### config.mk
export PLATFORM = sky130hd
export DESIGN_NAME = gardner_iq_agc_flat
export DESIGN_NICKNAME = d
export VERILOG_FILES = /design/src/rtl/gardner_iq_agc_if.sv /design/src/rtl/gardner_iq_agc.sv /design/src/flat_wrapper.sv
export SDC_FILE = /design/constraint.sdc
export NUM_CORES = 1
export LEC_CHECK = 0
export BUFFER_PORTS_ARGS = -buffer_cell sky130_fd_sc_hd__buf_2
export CELL_PAD_IN_SITES_DETAIL_PLACEMENT = 0
export CELL_PAD_IN_SITES_GLOBAL_PLACEMENT = 1
export CORE_MARGIN = 8
export CORE_UTILIZATION = 40
export CTS_CLUSTER_DIAMETER = 200
export CTS_CLUSTER_SIZE = 40
export DETAILED_ROUTE_END_ITERATION = 10
export GPL_TIMING_DRIVEN = 0
export PLACE_DENSITY = 0.85
export REMOVE_ABC_BUFFERS = 1
export SLEW_MARGIN = 20
export SYNTH_ARGS = -nofsm -noshare
export SYNTH_HDL_FRONTEND = slang
export SYNTH_SLANG_ARGS = --single-unit
### constraint.sdc
create_clock -name clk -period 3.46 [get_ports clk]
set_input_delay 0.692 -clock clk [delete_from_list [all_inputs] [get_ports clk]]
set_output_delay 0.692 -clock clk [all_outputs]
set_load 0.1 [all_outputs]
### src/rtl/gardner_iq_agc_if.sv
// -----------------------------------------------------------------------------
// gardner_iq_agc_if
// I/Q sample bus between the matched filter, the gain pre-processor and the
// Gardner timing-error detector.
//   I_in_tdata / I_in_tvalid   : signed I sample into the pre-processor
//   Q_in_tdata / Q_in_tvalid   : signed Q sample into the pre-processor
//   I_out_tdata / I_out_tvalid : scaled, saturated I out of the pre-processor
//   Q_out_tdata / Q_out_tvalid : scaled, saturated Q out of the pre-processor
// master : the side that sources input samples and consumes scaled samples
// slave  : the pre-processor itself
// -----------------------------------------------------------------------------
interface gardner_iq_agc_if #(
    parameter int WIDTH     = 16,
    parameter int OUT_WIDTH = 16
);
    logic signed [WIDTH-1:0]     I_in_tdata;
    logic                        I_in_tvalid;
    logic signed [WIDTH-1:0]     Q_in_tdata;
    logic                        Q_in_tvalid;
    logic signed [OUT_WIDTH-1:0] I_out_tdata;
    logic                        I_out_tvalid;
    logic signed [OUT_WIDTH-1:0] Q_out_tdata;
    logic                        Q_out_tvalid;

    modport master (
        output I_in_tdata, I_in_tvalid, Q_in_tdata, Q_in_tvalid,
        input  I_out_tdata, I_out_tvalid, Q_out_tdata, Q_out_tvalid
    );

    modport slave (
        input  I_in_tdata, I_in_tvalid, Q_in_tdata, Q_in_tvalid,
        output I_out_tdata, I_out_tvalid, Q_out_tdata, Q_out_tvalid
    );
endinterface

### src/rtl/gardner_iq_agc.sv
// -----------------------------------------------------------------------------
// gardner_iq_agc
// I/Q pre-processor ahead of the Gardner timing-error detector. Each accepted
// I/Q pair is arithmetically right-shifted by shift_cur and saturated to
// OUT_WIDTH. The shift is either forced from fixed_shift (auto_en = 0) or
// derived from the peak magnitude over windows of 2^WIN_LOG2 accepted samples.
// Ports:
//   clk, rst_n  : rising-edge clock, asynchronous active-low reset
//   bus         : I/Q input and output streams (slave side)
//   auto_en     : 1 = automatic gain control, 0 = manual shift
//   fixed_shift : manual shift amount
//   shift_cur   : shift currently applied to accepted samples
//   sat         : output sample of this cycle was clipped on I or Q
//   locked      : automatic tracking has settled on the target shift
// -----------------------------------------------------------------------------
module gardner_iq_agc #(
    parameter int WIDTH      = 16,
    parameter int OUT_WIDTH  = 16,
    parameter int SHIFT_W    = 3,
    parameter int WIN_LOG2   = 6,
    parameter int TARGET_MSB = 12,
    parameter int INIT_SHIFT = 2
) (
    input  logic               clk,
    input  logic               rst_n,
    gardner_iq_agc_if.slave    bus,
    input  logic               auto_en,
    input  logic [SHIFT_W-1:0] fixed_shift,
    output logic [SHIFT_W-1:0] shift_cur,
    output logic               sat,
    output logic               locked
);

    localparam int MAG_W     = WIDTH - 1;
    localparam int P_W       = $clog2(WIDTH);
    localparam int MAX_SHIFT = (1 << SHIFT_W) - 1;

    typedef enum logic [1:0] {
        ST_MANUAL = 2'd0,
        ST_ACQ    = 2'd1,
        ST_TRACK  = 2'd2
    } state_t;

    // |x| with the most negative code clamped so it fits in WIDTH-1 bits
    function automatic logic [MAG_W-1:0] abs_sat(input logic signed [WIDTH-1:0] x);
        logic [MAG_W-1:0] r;
        if (x[WIDTH-1] == 1'b0) begin
            r = x[MAG_W-1:0];
        end else if (x[MAG_W-1:0] == {MAG_W{1'b0}}) begin
            r = {MAG_W{1'b1}};
        end else begin
            r = MAG_W'($unsigned(-x));
        end
        return r;
    endfunction

    // Index of the highest set bit; 0 when the input is 0
    function automatic logic [P_W-1:0] msb_index(input logic [MAG_W-1:0] m);
        logic [P_W-1:0] idx;
        idx = {P_W{1'b0}};
        for (int i = 0; i < MAG_W; i++) begin
            if (m[i]) begin
                idx = P_W'(i);
            end else begin
                idx = idx;
            end
        end
        return idx;
    endfunction

    // Shift that would bring the peak's top bit to TARGET_MSB, clamped
    function automatic logic [SHIFT_W-1:0] target_of(input logic [P_W-1:0] p);
        int diff;
        logic [SHIFT_W-1:0] r;
        diff = int'(p) - TARGET_MSB;
        if (diff < 0) begin
            r = {SHIFT_W{1'b0}};
        end else if (diff > MAX_SHIFT) begin
            r = SHIFT_W'(MAX_SHIFT);
        end else begin
            r = SHIFT_W'(diff);
        end
        return r;
    endfunction

    // Arithmetic shift then saturate; result is {clipped, value}.
    // The shifted value fits when every bit from the sign down to the output
    // sign position agrees.
    function automatic logic [OUT_WIDTH:0] scale_sat(
        input logic signed [WIDTH-1:0] x,
        input logic [SHIFT_W-1:0]      sh
    );
        logic signed [WIDTH-1:0] y;
        logic [OUT_WIDTH:0]      r;
        y = x >>> sh;
        if ((&y[WIDTH-1:OUT_WIDTH-1]) || (~|y[WIDTH-1:OUT_WIDTH-1])) begin
            r = {1'b0, y[OUT_WIDTH-1:0]};
        end else if (y[WIDTH-1]) begin
            r = {1'b1, 1'b1, {(OUT_WIDTH-1){1'b0}}};
        end else begin
            r = {1'b1, 1'b0, {(OUT_WIDTH-1){1'b1}}};
        end
        return r;
    endfunction

    state_t                      state_q, state_d;
    logic [SHIFT_W-1:0]          shift_q, shift_d;
    logic [WIN_LOG2-1:0]         cnt_q, cnt_d;
    logic [MAG_W-1:0]            peak_q, peak_d;
    logic                        locked_q, locked_d;
    logic signed [OUT_WIDTH-1:0] i_out_q, i_out_d;
    logic signed [OUT_WIDTH-1:0] q_out_q, q_out_d;
    logic                        vld_q, vld_d;
    logic                        sat_q, sat_d;

    logic                        accept_s;
    logic [OUT_WIDTH:0]          sc_i_s, sc_q_s;
    logic [MAG_W-1:0]            mag_i_s, mag_q_s, mag_s, peak_win_s;
    logic [SHIFT_W-1:0]          target_s;
    logic                        last_s;

    // Acceptance, magnitude and the window peak including the current sample
    always_comb begin
        accept_s   = bus.I_in_tvalid & bus.Q_in_tvalid;
        mag_i_s    = abs_sat(bus.I_in_tdata);
        mag_q_s    = abs_sat(bus.Q_in_tdata);
        if (mag_i_s > mag_q_s) begin
            mag_s = mag_i_s;
        end else begin
            mag_s = mag_q_s;
        end
        if (mag_s > peak_q) begin
            peak_win_s = mag_s;
        end else begin
            peak_win_s = peak_q;
        end
        target_s = target_of(msb_index(peak_win_s));
        last_s   = &cnt_q;
    end

    // Datapath: scale and saturate with the shift in force at acceptance
    always_comb begin
        sc_i_s = scale_sat(bus.I_in_tdata, shift_q);
        sc_q_s = scale_sat(bus.Q_in_tdata, shift_q);
        if (accept_s) begin
            vld_d   = 1'b1;
            i_out_d = sc_i_s[OUT_WIDTH-1:0];
            q_out_d = sc_q_s[OUT_WIDTH-1:0];
            sat_d   = sc_i_s[OUT_WIDTH] | sc_q_s[OUT_WIDTH];
        end else begin
            vld_d   = 1'b0;
            i_out_d = {OUT_WIDTH{1'b0}};
            q_out_d = {OUT_WIDTH{1'b0}};
            sat_d   = 1'b0;
        end
    end

    // Gain-control FSM: next state, shift, window counter, peak and lock
    always_comb begin
        state_d  = state_q;
        shift_d  = shift_q;
        cnt_d    = cnt_q;
        peak_d   = peak_q;
        locked_d = locked_q;
        if (!auto_en) begin
            // Manual from any state: a partial window is thrown away
            state_d  = ST_MANUAL;
            shift_d  = fixed_shift;
            cnt_d    = {WIN_LOG2{1'b0}};
            peak_d   = {MAG_W{1'b0}};
            locked_d = 1'b0;
        end else begin
            case (state_q)
                ST_MANUAL: begin
                    // Acquisition starts from whatever shift is in force
                    state_d  = ST_ACQ;
                    cnt_d    = {WIN_LOG2{1'b0}};
                    peak_d   = {MAG_W{1'b0}};
                    locked_d = 1'b0;
                end
                ST_ACQ: begin
                    if (accept_s && last_s) begin
                        shift_d = target_s;
                        state_d = ST_TRACK;
                        cnt_d   = {WIN_LOG2{1'b0}};
                        peak_d  = {MAG_W{1'b0}};
                    end else if (accept_s) begin
                        cnt_d  = cnt_q + WIN_LOG2'(1);
                        peak_d = peak_win_s;
                    end else begin
                        cnt_d = cnt_q;
                    end
                end
                ST_TRACK: begin
                    if (accept_s && last_s) begin
                        // Slew by one step per window to avoid gain jumps
                        if (target_s > shift_q) begin
                            shift_d = shift_q + SHIFT_W'(1);
                        end else if (target_s < shift_q) begin
                            shift_d = shift_q - SHIFT_W'(1);
                        end else begin
                            shift_d = shift_q;
                        end
                        locked_d = (target_s == shift_q);
                        cnt_d    = {WIN_LOG2{1'b0}};
                        peak_d   = {MAG_W{1'b0}};
                    end else if (accept_s) begin
                        cnt_d  = cnt_q + WIN_LOG2'(1);
                        peak_d = peak_win_s;
                    end else begin
                        cnt_d = cnt_q;
                    end
                end
                default: begin
                    state_d  = ST_ACQ;
                    cnt_d    = {WIN_LOG2{1'b0}};
                    peak_d   = {MAG_W{1'b0}};
                    locked_d = 1'b0;
                end
            endcase
        end
    end

    // State and control registers; reset lands in ACQ so that with auto_en
    // low the first edge after release moves to MANUAL
    always_ff @(posedge clk or negedge rst_n) begin
        if (!rst_n) begin
            state_q  <= ST_ACQ;
            shift_q  <= SHIFT_W'(INIT_SHIFT);
            cnt_q    <= {WIN_LOG2{1'b0}};
            peak_q   <= {MAG_W{1'b0}};
            locked_q <= 1'b0;
        end else begin
            state_q  <= state_d;
            shift_q  <= shift_d;
            cnt_q    <= cnt_d;
            peak_q   <= peak_d;
            locked_q <= locked_d;
        end
    end

    // Output registers: one cycle from acceptance to output
    always_ff @(posedge clk or negedge rst_n) begin
        if (!rst_n) begin
            i_out_q <= {OUT_WIDTH{1'b0}};
            q_out_q <= {OUT_WIDTH{1'b0}};
            vld_q   <= 1'b0;
            sat_q   <= 1'b0;
        end else begin
            i_out_q <= i_out_d;
            q_out_q <= q_out_d;
            vld_q   <= vld_d;
            sat_q   <= sat_d;
        end
    end

    assign bus.I_out_tdata  = i_out_q;
    assign bus.Q_out_tdata  = q_out_q;
    assign bus.I_out_tvalid = vld_q;
    assign bus.Q_out_tvalid = vld_q;
    assign shift_cur        = shift_q;
    assign sat              = sat_q;
    assign locked           = locked_q;

endmodule

### src/flat_wrapper.sv
// flat-port wrapper written by rule: the top's interface ports become plain ports
module gardner_iq_agc_flat 
#(
    parameter int WIDTH      = 16,
    parameter int OUT_WIDTH  = 16,
    parameter int SHIFT_W    = 3,
    parameter int WIN_LOG2   = 6,
    parameter int TARGET_MSB = 12,
    parameter int INIT_SHIFT = 2
)
  (clk, rst_n, auto_en, fixed_shift, shift_cur, sat, locked, bus_I_in_tdata, bus_I_in_tvalid, bus_Q_in_tdata, bus_Q_in_tvalid, bus_I_out_tdata, bus_I_out_tvalid, bus_Q_out_tdata, bus_Q_out_tvalid);
  gardner_iq_agc_if #(.WIDTH(WIDTH), .OUT_WIDTH(OUT_WIDTH)) bus_i ();
  input  logic clk;
  input  logic rst_n;
  input  logic auto_en;
  input  logic [SHIFT_W-1:0] fixed_shift;
  output logic [SHIFT_W-1:0] shift_cur;
  output logic sat;
  output logic locked;
  input wire logic [$bits(bus_i.I_in_tdata)-1:0] bus_I_in_tdata;
  input wire logic [$bits(bus_i.I_in_tvalid)-1:0] bus_I_in_tvalid;
  input wire logic [$bits(bus_i.Q_in_tdata)-1:0] bus_Q_in_tdata;
  input wire logic [$bits(bus_i.Q_in_tvalid)-1:0] bus_Q_in_tvalid;
  output wire logic [$bits(bus_i.I_out_tdata)-1:0] bus_I_out_tdata;
  output wire logic [$bits(bus_i.I_out_tvalid)-1:0] bus_I_out_tvalid;
  output wire logic [$bits(bus_i.Q_out_tdata)-1:0] bus_Q_out_tdata;
  output wire logic [$bits(bus_i.Q_out_tvalid)-1:0] bus_Q_out_tvalid;
  assign bus_i.I_in_tdata = bus_I_in_tdata;
  assign bus_i.I_in_tvalid = bus_I_in_tvalid;
  assign bus_i.Q_in_tdata = bus_Q_in_tdata;
  assign bus_i.Q_in_tvalid = bus_Q_in_tvalid;
  assign bus_I_out_tdata = bus_i.I_out_tdata;
  assign bus_I_out_tvalid = bus_i.I_out_tvalid;
  assign bus_Q_out_tdata = bus_i.Q_out_tdata;
  assign bus_Q_out_tvalid = bus_i.Q_out_tvalid;
  gardner_iq_agc #(.WIDTH(WIDTH), .OUT_WIDTH(OUT_WIDTH), .SHIFT_W(SHIFT_W), .WIN_LOG2(WIN_LOG2), .TARGET_MSB(TARGET_MSB), .INIT_SHIFT(INIT_SHIFT)) u_core (.clk(clk), .rst_n(rst_n), .bus(bus_i), .auto_en(auto_en), .fixed_shift(fixed_shift), .shift_cur(shift_cur), .sat(sat), .locked(locked));
endmodule
== Word-level counts from Yosys, hierarchy flattened ==
Cells that the tools add are included.

* Memory bits (writable): 0
* Output and inout port bits: 39
* Latch bits: 0
* Memories kept: 0
* Logic and storage cells: 89
* Input bits: 40
* Memory bits (read-only): 0
* Flip-flop bits (word level): 60

* Equal/unequal tests: 11
* $add $sub $neg: 6
* Divide/modulo/power cells: 0
* Bitwise operators: 1
* Order comparisons: 6
* Multiply operators: 0
* Reductions and logical operators: 9
* Shift operators: 2
* Multiplexer cells: 45

{| class="wikitable"
|+ Operator list
! operator !! number
|-
| $mux 15 || 10
|-
| $mux 4 || 13
|-
| $gt 32x4->1 const B || 1
|-
| $lt 32x1->1 const B || 1
|-
| $mux 16 || 2
|-
| $sshr 16x3->16 || 2
|-
| $gt 15x15->1 || 2
|-
| $logic_not 15->1 || 2
|-
| $neg 15->15 || 2
|-
| $mux 6 || 4
|-
| $mux 3 || 7
|-
| $ne 4x2->1 const B || 3
|-
| $add 6x1->6 const B || 1
|-
| $ne 3x2->1 const B || 2
|-
| $pmux 3 s2 || 1
|-
| $reduce_and 2->1 || 3
|-
| $reduce_and 6->1 || 1
|-
| $sub 4x4->5 const B || 1
|-
| $mux 1 || 4
|-
| $mux 2 || 2
|-
| $ne 2x2->1 const B || 2
|-
| $pmux 2 s2 || 1
|-
| $reduce_and 4->1 || 1
|-
| $add 3x1->3 const B || 1
|-
| other kinds (11) || 11
|}

== Logic depth before layout (Yosys ltp) ==
Gate-level depths: netlist (run 1).

* Depth in word-level cells: 31
* Mapped depth: 34
* Depth with buffers taken out: 30

== Worst setup path before layout (run 1) ==
No wires, ideal clock.

* Path type: input port to flip-flop
* From: in bus_Q_in_tdata[7]
* To: reg u_core.shift_q[2], in the netlist u_core.shift_cur[2]
* Path buffers: 5
* Path slack: -4065 ps
* Data arrival time: 7404 ps
* Stages on the path: 31
* Library setup time: 121 ps
* Cell sequence: buf_6 > or4_4 > or3_4 > or4_4 > buf_2 > nand2_1 > inv_1 > ha_1 > a21oi_1 > o21ai_0 > a221oi_1 > a21o_1 > clkbuf_1 > buf_1 > mux2_2 > ha_1 > a21o_1 > a21o_1 > a21oi_1 > o2111ai_1 > and2_1 > clkbuf_1 > a21oi_1 > ha_1 > nand3_1 > a21boi_0 > inv_1 > fa_1 > xnor2_1 > a22o_1 > a22o_1

* Longest elaborated chain between the ends: 30

{| class="wikitable"
|+ RTL lines
! item !! line !! source
|-
| start, declared || flat_wrapper.sv:22 || <nowiki>input wire logic [$bits(bus_i.Q_in_tdata)-1:0] bus_Q_in_tdata;</nowiki>
|-
| $neg 15->15 or $logic_not 15->1 (tied branches) || gardner_iq_agc.sv:52, gardner_iq_agc.sv:49 ||
|-
| $mux 15 || gardner_iq_agc.sv:49 || <nowiki>end else if (x[MAG_W-1:0] == {MAG_W{1'b0}}) begin</nowiki>
|-
| $mux 15 * || gardner_iq_agc.sv:47 || <nowiki>if (x[WIDTH-1] == 1'b0) begin</nowiki>
|-
| $gt 15x15->1 || gardner_iq_agc.sv:127 || <nowiki>if (mag_i_s > mag_q_s) begin</nowiki>
|-
| $mux 15 * || gardner_iq_agc.sv:127 ||
|-
| $gt 15x15->1 || gardner_iq_agc.sv:132 || <nowiki>if (mag_s > peak_q) begin</nowiki>
|-
| $mux 15 * || gardner_iq_agc.sv:132 ||
|-
| $mux 1 || gardner_iq_agc.sv:62 || <nowiki>if (m[i]) begin</nowiki>
|-
| [... 14 more ...] || - ||
|-
| $gt 32x4->1 || gardner_iq_agc.sv:78 || <nowiki>end else if (diff > MAX_SHIFT) begin</nowiki>
|-
| $mux 3 || gardner_iq_agc.sv:78 ||
|-
| $mux 3 * || gardner_iq_agc.sv:76 || <nowiki>if (diff < 0) begin</nowiki>
|-
| $gt 3x3->1 || gardner_iq_agc.sv:197 || <nowiki>if (target_s > shift_q) begin</nowiki>
|-
| $mux 3 || gardner_iq_agc.sv:197 ||
|-
| $mux 3 || gardner_iq_agc.sv:195 || <nowiki>if (accept_s && last_s) begin</nowiki>
|-
| $pmux 3 s2 || gardner_iq_agc.sv:173 || <nowiki>case (state_q)</nowiki>
|-
| $mux 3 || gardner_iq_agc.sv:165 || <nowiki>if (!auto_en) begin</nowiki>
|-
| end signal, assigned || gardner_iq_agc.sv:229 || <nowiki>shift_q <= SHIFT_W'(INIT_SHIFT);</nowiki>
|-
| end signal, assigned || gardner_iq_agc.sv:235 || <nowiki>shift_q <= shift_d;</nowiki>
|-
| end, declared || gardner_iq_agc.sv:107 || <nowiki>logic [SHIFT_W-1:0] shift_q, shift_d;</nowiki>
|}

Mark *: on every way between the ends. The rest lies on a longest branch, timed or not. The select of a mux whose other input is x is not followed.
A chain may end at the register's enable or synchronous reset.

== Worst setup path after layout (run 1) ==
* From: in bus_Q_in_tdata[10]
* To: reg u_core.shift_q[2], in the netlist u_core.shift_cur[2]

Same word-level chain as after synthesis.

==> flow_metrics.py, run 1 <==
metrics = {
    "drt": {
        "antenna_left": 0,
        "wl_um": 15800,
        "wire_per_inst_um": 18.56,
        "dr.pass1.iters": 5,
        "drc": 0,
        "num_vias": 4869,
        "viasPerCell": 5.722,
        "drt_iter0_drc": 419,
    },
    "die": {
        "coreArea_um2": 12470,
        "die_w_um": 128.1,
        "ioPinCount": 79,
        "dieArea_um2": 16400,
        "start_util_pct": 40.30,
        "core.rowCount": 41,
        "die_y_um": 128.1,
    },
    "run_status": {
        "status": "finished with violations",
        "violations": "negative setup slack",
    },
    "sta": {
        "finalSetupViolCount": 19,
        "rsz0062_at_grt": "true",
        "slew_viol_final": 0,
        "tightest_slew_ns": 0.9419,
        "worst_slack_ns": -3.401,
        "post-route-period-util_pct": 198.3,
        "min_period_ns": 6.861,
        "fmax_mhz": 145.7,
        "final_hold_viol_count": 0,
        "clock-skew-final_ns": 0.008136,
        "slew_headroom_pct": 37.14,
        "whs_ns": 0.4435,
    },
    "synthesis": {
        "syn_inst": 569,
        "synth_edf_count": 0,
        "ys_warn_count": 0,
        "syn_area_um2": 5024,
        "ys_ff_latch": 60,
        "synth-seq-area-share_pct": 29.94,
        "syn_area_per_cell_um2": 8.829,
        "yosysUniqueCellTypes": 62,
        "synthFlopType": "dfrtp_1",
        "async_flop_share_pct": 100.0,
    },
    "worst_setup_path": {
        "critPathLaunchType": "primary input",
        "required_ns": 3.69,
        "crit_path_end_kind": "flop",
        "arrival_ns": 7.09,
        "crit_end": "u_core.shift_cur[2]$_DFFE_PN0P_",
        "r2r_start": "u_core.shift_cur[2]$_DFFE_PN0P_",
        "reg2reg_depth": 9,
        "rrSetupSlack_ns": -0.25,
        "r2r_end": "u_core.shift_cur[2]$_DFFE_PN0P_",
        "crit_start": "bus_Q_in_tdata[10]",
        "path_class": "in2reg",
        "critPathMaxFanout": 4,
    },
    "finish": {
        "finish.instance_area_um2": 6977,
        "antenna_cells": 0,
        "ff_latch_area_um2": 1505,
        "fillers": 1039,
        "layout_common_cells": "87 x nand2_1, 71 x buf_2, 57 x dfrtp_1",
        "final_common_cell": "nand2_1",
        "syn2layout_area_growth_pct": 38.88,
        "multiInputGateArea_um2": 3899,
        "fin_util_pct": 55.97,
        "layout.nets": 753,
        "drive_above_1_share_pct": 40.65,
    },
    "pwr": {
        "intPower_mw": 2.088,
        "p_sw_mw": 1.343,
        "power_mw": 3.431,
        "seqPwrFrac_pct": 23.3,
        "p_leak_nw": 3.162,
        "p_sw_share_pct": 39.15,
        "ir_drop_mv": 0.2421,
        "p_clk_share_pct": 28.6,
        "power.density_nw_per_um2": 491.8,
        "combPwrFrac_pct": 48.1,
    },
    "clock_tree": {
        "clkSinkCount": 60,
        "htreeDepth": 3,
        "numCtsBuffers": 9,
        "cts-root-buf": "clkbuf_16",
        "clockBufferDepth": 2,
        "insertion_delay_ns": 0.34,
        "cts_tree": "yes",
        "clk_pin_slew_ns": 0.06,
    },
    "global_route": {
        "grt-ovfl-total": 0,
        "antenna_found_initial": 0,
        "grt_pass1_vias": 4938,
        "grt_use_total_pct": 18.55,
        "grt_max_degree": 61,
        "grt_pass1_wl_um": 24450,
    },
    "hold_path": {
        "hp-class": "in2async",
    },
    "placed_design": {
        "dp_hpwl_um": 9857,
        "numPortBuffers": 77,
        "pre_cts_ws_ns": -4.670,
        "place_area_um2": 5512,
        "gp_congestion": 0.8848,
    },
    "flow_run": {
        "drv_cap": 0,
    },
}
==> power groups by stage <==
stage               sequential (mW)  combinational [mW]  clock (mW)
finish                        0.799                1.65       0.982
floorplan                      1.07               0.592           0
CTS                           0.798                1.44       0.988
global route                  0.808                1.75        1.02
global placement              0.828                1.08           0
detailed placement            0.810                1.13           0
==> Yosys cell counts (3+ instances only) <==
| master | instances | area share [%] |
|---|---|---|
| a21boi_0 | 3 | 0.45 |
| a21o_1 | 6 | 0.90 |
| a32o_1 | 13 | 2.6 |
| ha_1 | 38 | 9.5 |
| a21oi_1 | 51 | 5.1 |
| inv_1 | 44 | 3.3 |
| nand2_1 | 96 | 7.2 |
| o21ai_0 | 19 | 1.9 |
| dfrtp_1 | 58 | 29 |
| xnor2_1 | 8 | 1.4 |
| a22o_1 | 3 | 0.52 |
| a31oi_1 | 3 | 0.37 |
| or4_1 | 3 | 0.45 |
| a211oi_1 | 7 | 1.0 |
| mux4_2 | 22 | 9.9 |
| or2_2 | 6 | 0.75 |
| nor2_1 | 33 | 2.5 |
| o21a_1 | 8 | 1.2 |
| nand3_1 | 8 | 0.80 |
| nand4_1 | 6 | 0.75 |
| xor2_1 | 16 | 2.8 |
| and2_1 | 4 | 0.50 |
| nand2b_1 | 3 | 0.37 |
| o211a_1 | 3 | 0.60 |
| buf_1 | 8 | 0.60 |
| mux2i_1 | 7 | 1.4 |
| clkbuf_1 | 21 | 1.6 |
| o31ai_1 | 9 | 1.3 |
| nor4_1 | 5 | 0.62 |
| nor2b_1 | 6 | 0.75 |
| o41ai_1 | 3 | 0.52 |
| mux2_2 | 9 | 2.0 |
==> layout make-up <==
cell class,instances,share of cell area [%]
sequential,60,21.57
inverter,46,2.511
tap,172,3.085
clock inverter,4,1.040
multi-input combinational,433,55.88
timing repair buffer,124,12.37
clock buffer,12,3.533
==> critical path, cell delays in order <==
cell and delay (ns):
buf_8 0.10, or4_4 0.53, or3_4 0.37, or4_4 0.56, nand2_2 0.09, inv_1 0.07, ha_4 0.28, nand4_1 0.18
buf_4 0.21, nor4_4 0.33, buf_4 0.18, a21o_4 0.12, mux2_4 0.34, ha_4 0.29, nand4_1 0.18, buf_4 0.21
nor4_4 0.28, a21oi_2 0.09, a211oi_2 0.28, a21oi_2 0.07, ha_1 0.30, nand3_1 0.17, a21boi_4 0.23, inv_2 0.05
fa_2 0.35, xnor2_2 0.15, a22o_1 0.18, a22o_1 0.20
==> kinds of logic after synthesis <==
group	count (synthesis)	synth area share [%]
flops	60	29.94
other cells	1	0.07465
buf+inv	79	6.227
mux	39	13.57
xor+xnor	24	4.184
simple gates	186	17.39
fa+ha+maj	39	9.863
compound gates	141	18.75
==> how the worst min path moves through the flow <==
| stage | start | endpoint | cells after the start | slack [ns] |
|---|---|---|---|---|
| 6_report | rst_n | u_core.bus.I_out_tdata[15]$_DFF_PN0_ | 1 | 0.44 |
| 5_1_grt | u_core.cnt_q[5]$_DFFE_PN0P_ | u_core.cnt_q[5]$_DFFE_PN0P_ | 1 | 0.50 |
| 4_1_cts | rst_n | u_core.bus.I_out_tdata[15]$_DFF_PN0_ | 1 | 0.48 |
| 3_5_place_dp | u_core.cnt_q[5]$_DFFE_PN0P_ | u_core.cnt_q[5]$_DFFE_PN0P_ | 1 | 0.48 |
| 3_3_place_gp | u_core.cnt_q[5]$_DFFE_PN0P_ | u_core.cnt_q[5]$_DFFE_PN0P_ | 1 | 0.47 |
| 2_1_floorplan | rst_n | u_core.bus.I_out_tdata[0]$_DFF_PN0_ | 0 | 0.40 |
==> layer usage <==
| layer | part of all wire (%) | up-vias | GRT usage [%] |
|---|---|---|---|
| met4 | 3.5 | 0 | 9.301 |
| met5 | 0 | - | 0 |
| met2 | 51 | 148 | 32.48 |
| li1 | - | 2255 | - |
| met3 | 5.4 | 42 | 3.744 |
| met1 | 40 | 2424 | 21.03 |
==> registers in the layout, indices dropped and copies added (netlist names) <==
signal / cells
u_core.bus.I_out_tdata: 16
u_core.bus.Q_out_tdata: 16
u_core.peak_q: 15
u_core.cnt_q: 6
u_core.shift_cur: 3
u_core.state_q: 2
u_core.bus.I_out_tvalid: 1
u_core.locked: 1
==> stage by stage <==
stage                     TNS [ns]  instances
after floorplan             -53.86        537
after global placement      -74.02        786
after detailed placement    -71.17        787
after CTS                   -37.75        835
after global routing        -48.33        851
final                       -46.83        851
==> timing repair <==
action,4_1_cts,5_1_grt
pin swaps,51,42
gates resized for setup,105,46
hold buffers,0,0
buffers inserted,30,16
endpoints found under the hold margin,0,0
cloned,2,1
setup endpoints to repair,19,19
(Power assumes the default switching activity.)
==> run 2, diff against run 1 <==
Settings changed: CORE_UTILIZATION 40 to 41, CTS_BUF_LIST from default to sky130_fd_sc_hd__clkbuf_2 sky130_fd_sc_hd__clkbuf_4 sky130_fd_sc_hd__clkbuf_8, PLACE_DENSITY 0.85 to 0.87.
==> flow_metrics.py, run 2 (synthesis gave the netlist of run 1 again) <==
metrics = {
    "finish": {
        "syn2layout_area_growth_pct": 29.66,
        "finish.instance_area_um2": 6514,
        "layout_common_cells": "87 x nand2_1, 72 x buf_2, 57 x dfrtp_1",
        "drive_above_1_share_pct": 36.39,
        "antenna_cells": 0,
        "fin_util_pct": 54.23,
        "final_cells": 812,
        "layout.nets": 739,
        "final_common_cell": "nand2_1",
    },
    "global_route": {
        "grt_pass1_wl_um": 22960,
        "grt_max_degree": 61,
        "antenna_found_initial": 0,
        "grt_use_total_pct": 17.51,
        "grt_pass1_vias": 4656,
        "grt-ovfl-total": 0,
    },
    "die": {
        "coreArea_um2": 12010,
        "ioPinCount": 79,
        "dieArea_um2": 16050,
        "start_util_pct": 41.82,
        "die_y_um": 126.7,
        "die_w_um": 126.7,
        "core.rowCount": 40,
    },
    "pwr": {
        "intPower_mw": 1.714,
        "seqPwrFrac_pct": 27.1,
        "p_leak_nw": 2.992,
        "power.density_nw_per_um2": 451.1,
        "p_sw_mw": 1.224,
        "p_clk_share_pct": 22.5,
        "p_sw_share_pct": 41.67,
        "ir_drop_mv": 0.1859,
        "combPwrFrac_pct": 50.4,
    },
    "sta": {
        "post-route-period-util_pct": 193.2,
        "tightest_slew_ns": 0.9256,
        "clock-skew-final_ns": 0.01147,
        "worst_slack_ns": -3.223,
        "fmax_mhz": 149.6,
        "rsz0062_at_grt": "true",
        "final_hold_viol_count": 0,
        "slew_headroom_pct": 38.22,
        "slew_viol_final": 0,
        "whs_ns": 0.4191,
        "min_period_ns": 6.683,
        "finalSetupViolCount": 19,
    },
    "worst_setup_path": {
        "required_ns": 3.70,
        "crit_slowest_cell": "or4_4",
        "path_class": "in2reg",
        "crit_path_end_kind": "flop",
        "critPathLaunchType": "primary input",
        "max_stage_delay_ns": 0.62,
        "critPathMaxFanout": 7,
        "arrival_ns": 6.92,
        "path_buf_inv": 5,
        "crit_family": "compound AO/OA/AOI/OAI gates",
    },
    "clock_tree": {
        "htreeDepth": 3,
        "numCtsBuffers": 9,
        "cts-root-buf": "clkbuf_8",
        "clk_pin_slew_ns": 0.07,
        "cts_tree": "yes",
        "ctsHoldBuffers": 0,
        "clockBufferDepth": 2,
        "clkSinkCount": 60,
        "insertion_delay_ns": 0.36,
    },
    "drt": {
        "wire_per_inst_um": 17.76,
        "viasPerCell": 5.821,
        "dr.pass1.iters": 5,
        "num_vias": 4727,
        "antenna_left": 0,
        "wl_um": 14420,
        "drc": 0,
        "drt_iter0_drc": 339,
    },
    "placed_design": {
        "place_area_um2": 5488,
        "gp_congestion": 0.8618,
        "numPortBuffers": 77,
        "pre_cts_ws_ns": -4.652,
        "dp.cells": 763,
        "dp_hpwl_um": 9847,
    },
    "flow_run": {
        "drv_cap": 0,
    },
    "hold_path": {
        "hp-class": "in2async",
    },
    "run_status": {
        "status": "finished with violations",
        "violations": "negative setup slack",
    },
}
run 2: cell types whose count changed in the layout (fill, tap and decap cells not counted), moves of 4 or more:
cell       before  now
clkbuf_16      10    0
buf_4          39   28
inv_1          36   41
inv_2           7    3
clkbuf_8        1   10
a21oi_1        37   41
run 2: area by class of cell:
cell class | instances | area, um2
clock inverter | 4 | 50.05
tap | 147 | 183.9
inverter | 46 | 172.7
sequential | 60 | 1505
fill | 1052 | 5498
timing repair buffer | 110 | 716.9
clock buffer | 12 | 152.6
multi-input combinational | 433 | 3732
run 2: worst reg2reg max path: stages, from the launching register on:
cell      delay (ns)
dfrtp_1         0.93
inv_1           0.72
ha_1            0.54
nand3_1         0.16
a21boi_2        0.20
inv_1           0.07
fa_2            0.35
xnor2_2         0.14
a22o_1          0.20
a22o_1          0.20
run 2: worst paths after layout:
kind | start | end | slack [ns] | cells after the start
setup / recovery | bus_Q_in_tdata[9] | u_core.shift_cur[2]$_DFFE_PN0P_ | -3.22 | 30
hold / removal | rst_n | u_core.bus.I_out_tdata[15]$_DFF_PN0_ | 0.42 | 1
setup reg to reg | u_core.shift_cur[2]$_DFFE_PN0P_ | u_core.shift_cur[2]$_DFFE_PN0P_ | -0.16 | 9
hold reg to reg | u_core.peak_q[3]$_DFFE_PN0P_ | u_core.peak_q[3]$_DFFE_PN0P_ | 0.49 | 1
max in group asynchronous | rst_n | u_core.shift_cur[0]$_DFFE_PN0P_ | 2.46 | 1
min in group clk | u_core.peak_q[3]$_DFFE_PN0P_ | u_core.peak_q[3]$_DFFE_PN0P_ | 0.49 | 1
run 2: routing by layer:
layer | track usage, % | part of all wire, % | vias to the layer above
met4 | 8.397 | 3.1 | 0
met5 | 0 | 0 | -
met2 | 29.43 | 49 | 131
met3 | 3.310 | 4.8 | 27
li1 | - | - | 2227
met1 | 21.20 | 43 | 2342
run 2: power groups by stage:
stage	clock network, mW	registers (mW)	logic, mW
2_1_floorplan	0	1.07	0.592
4_1_cts	0.674	0.795	1.38
5_1_grt	0.705	0.804	1.59
3_3_place_gp	0	0.826	1.08
6_report	0.662	0.795	1.48
3_5_place_dp	0	0.809	1.13
run 2: repair_timing:
item | CTS | global route
setup buffers | 23 | 10
gates resized for setup | 93 | 24
endpoints found under the setup margin | 19 | 19
gates cloned | 2 | 0
pin swaps | 40 | 24
hold endpoints to repair | 0 | 0
run 2: stage by stage:
stage	power, mW	TNS (ns)
after floorplan	1.666	-53.86
after global placement	1.905	-74.50
after detailed placement	1.941	-67.42
after CTS	2.849	-39.44
after global routing	3.103	-44.88
final	2.938	-41.70
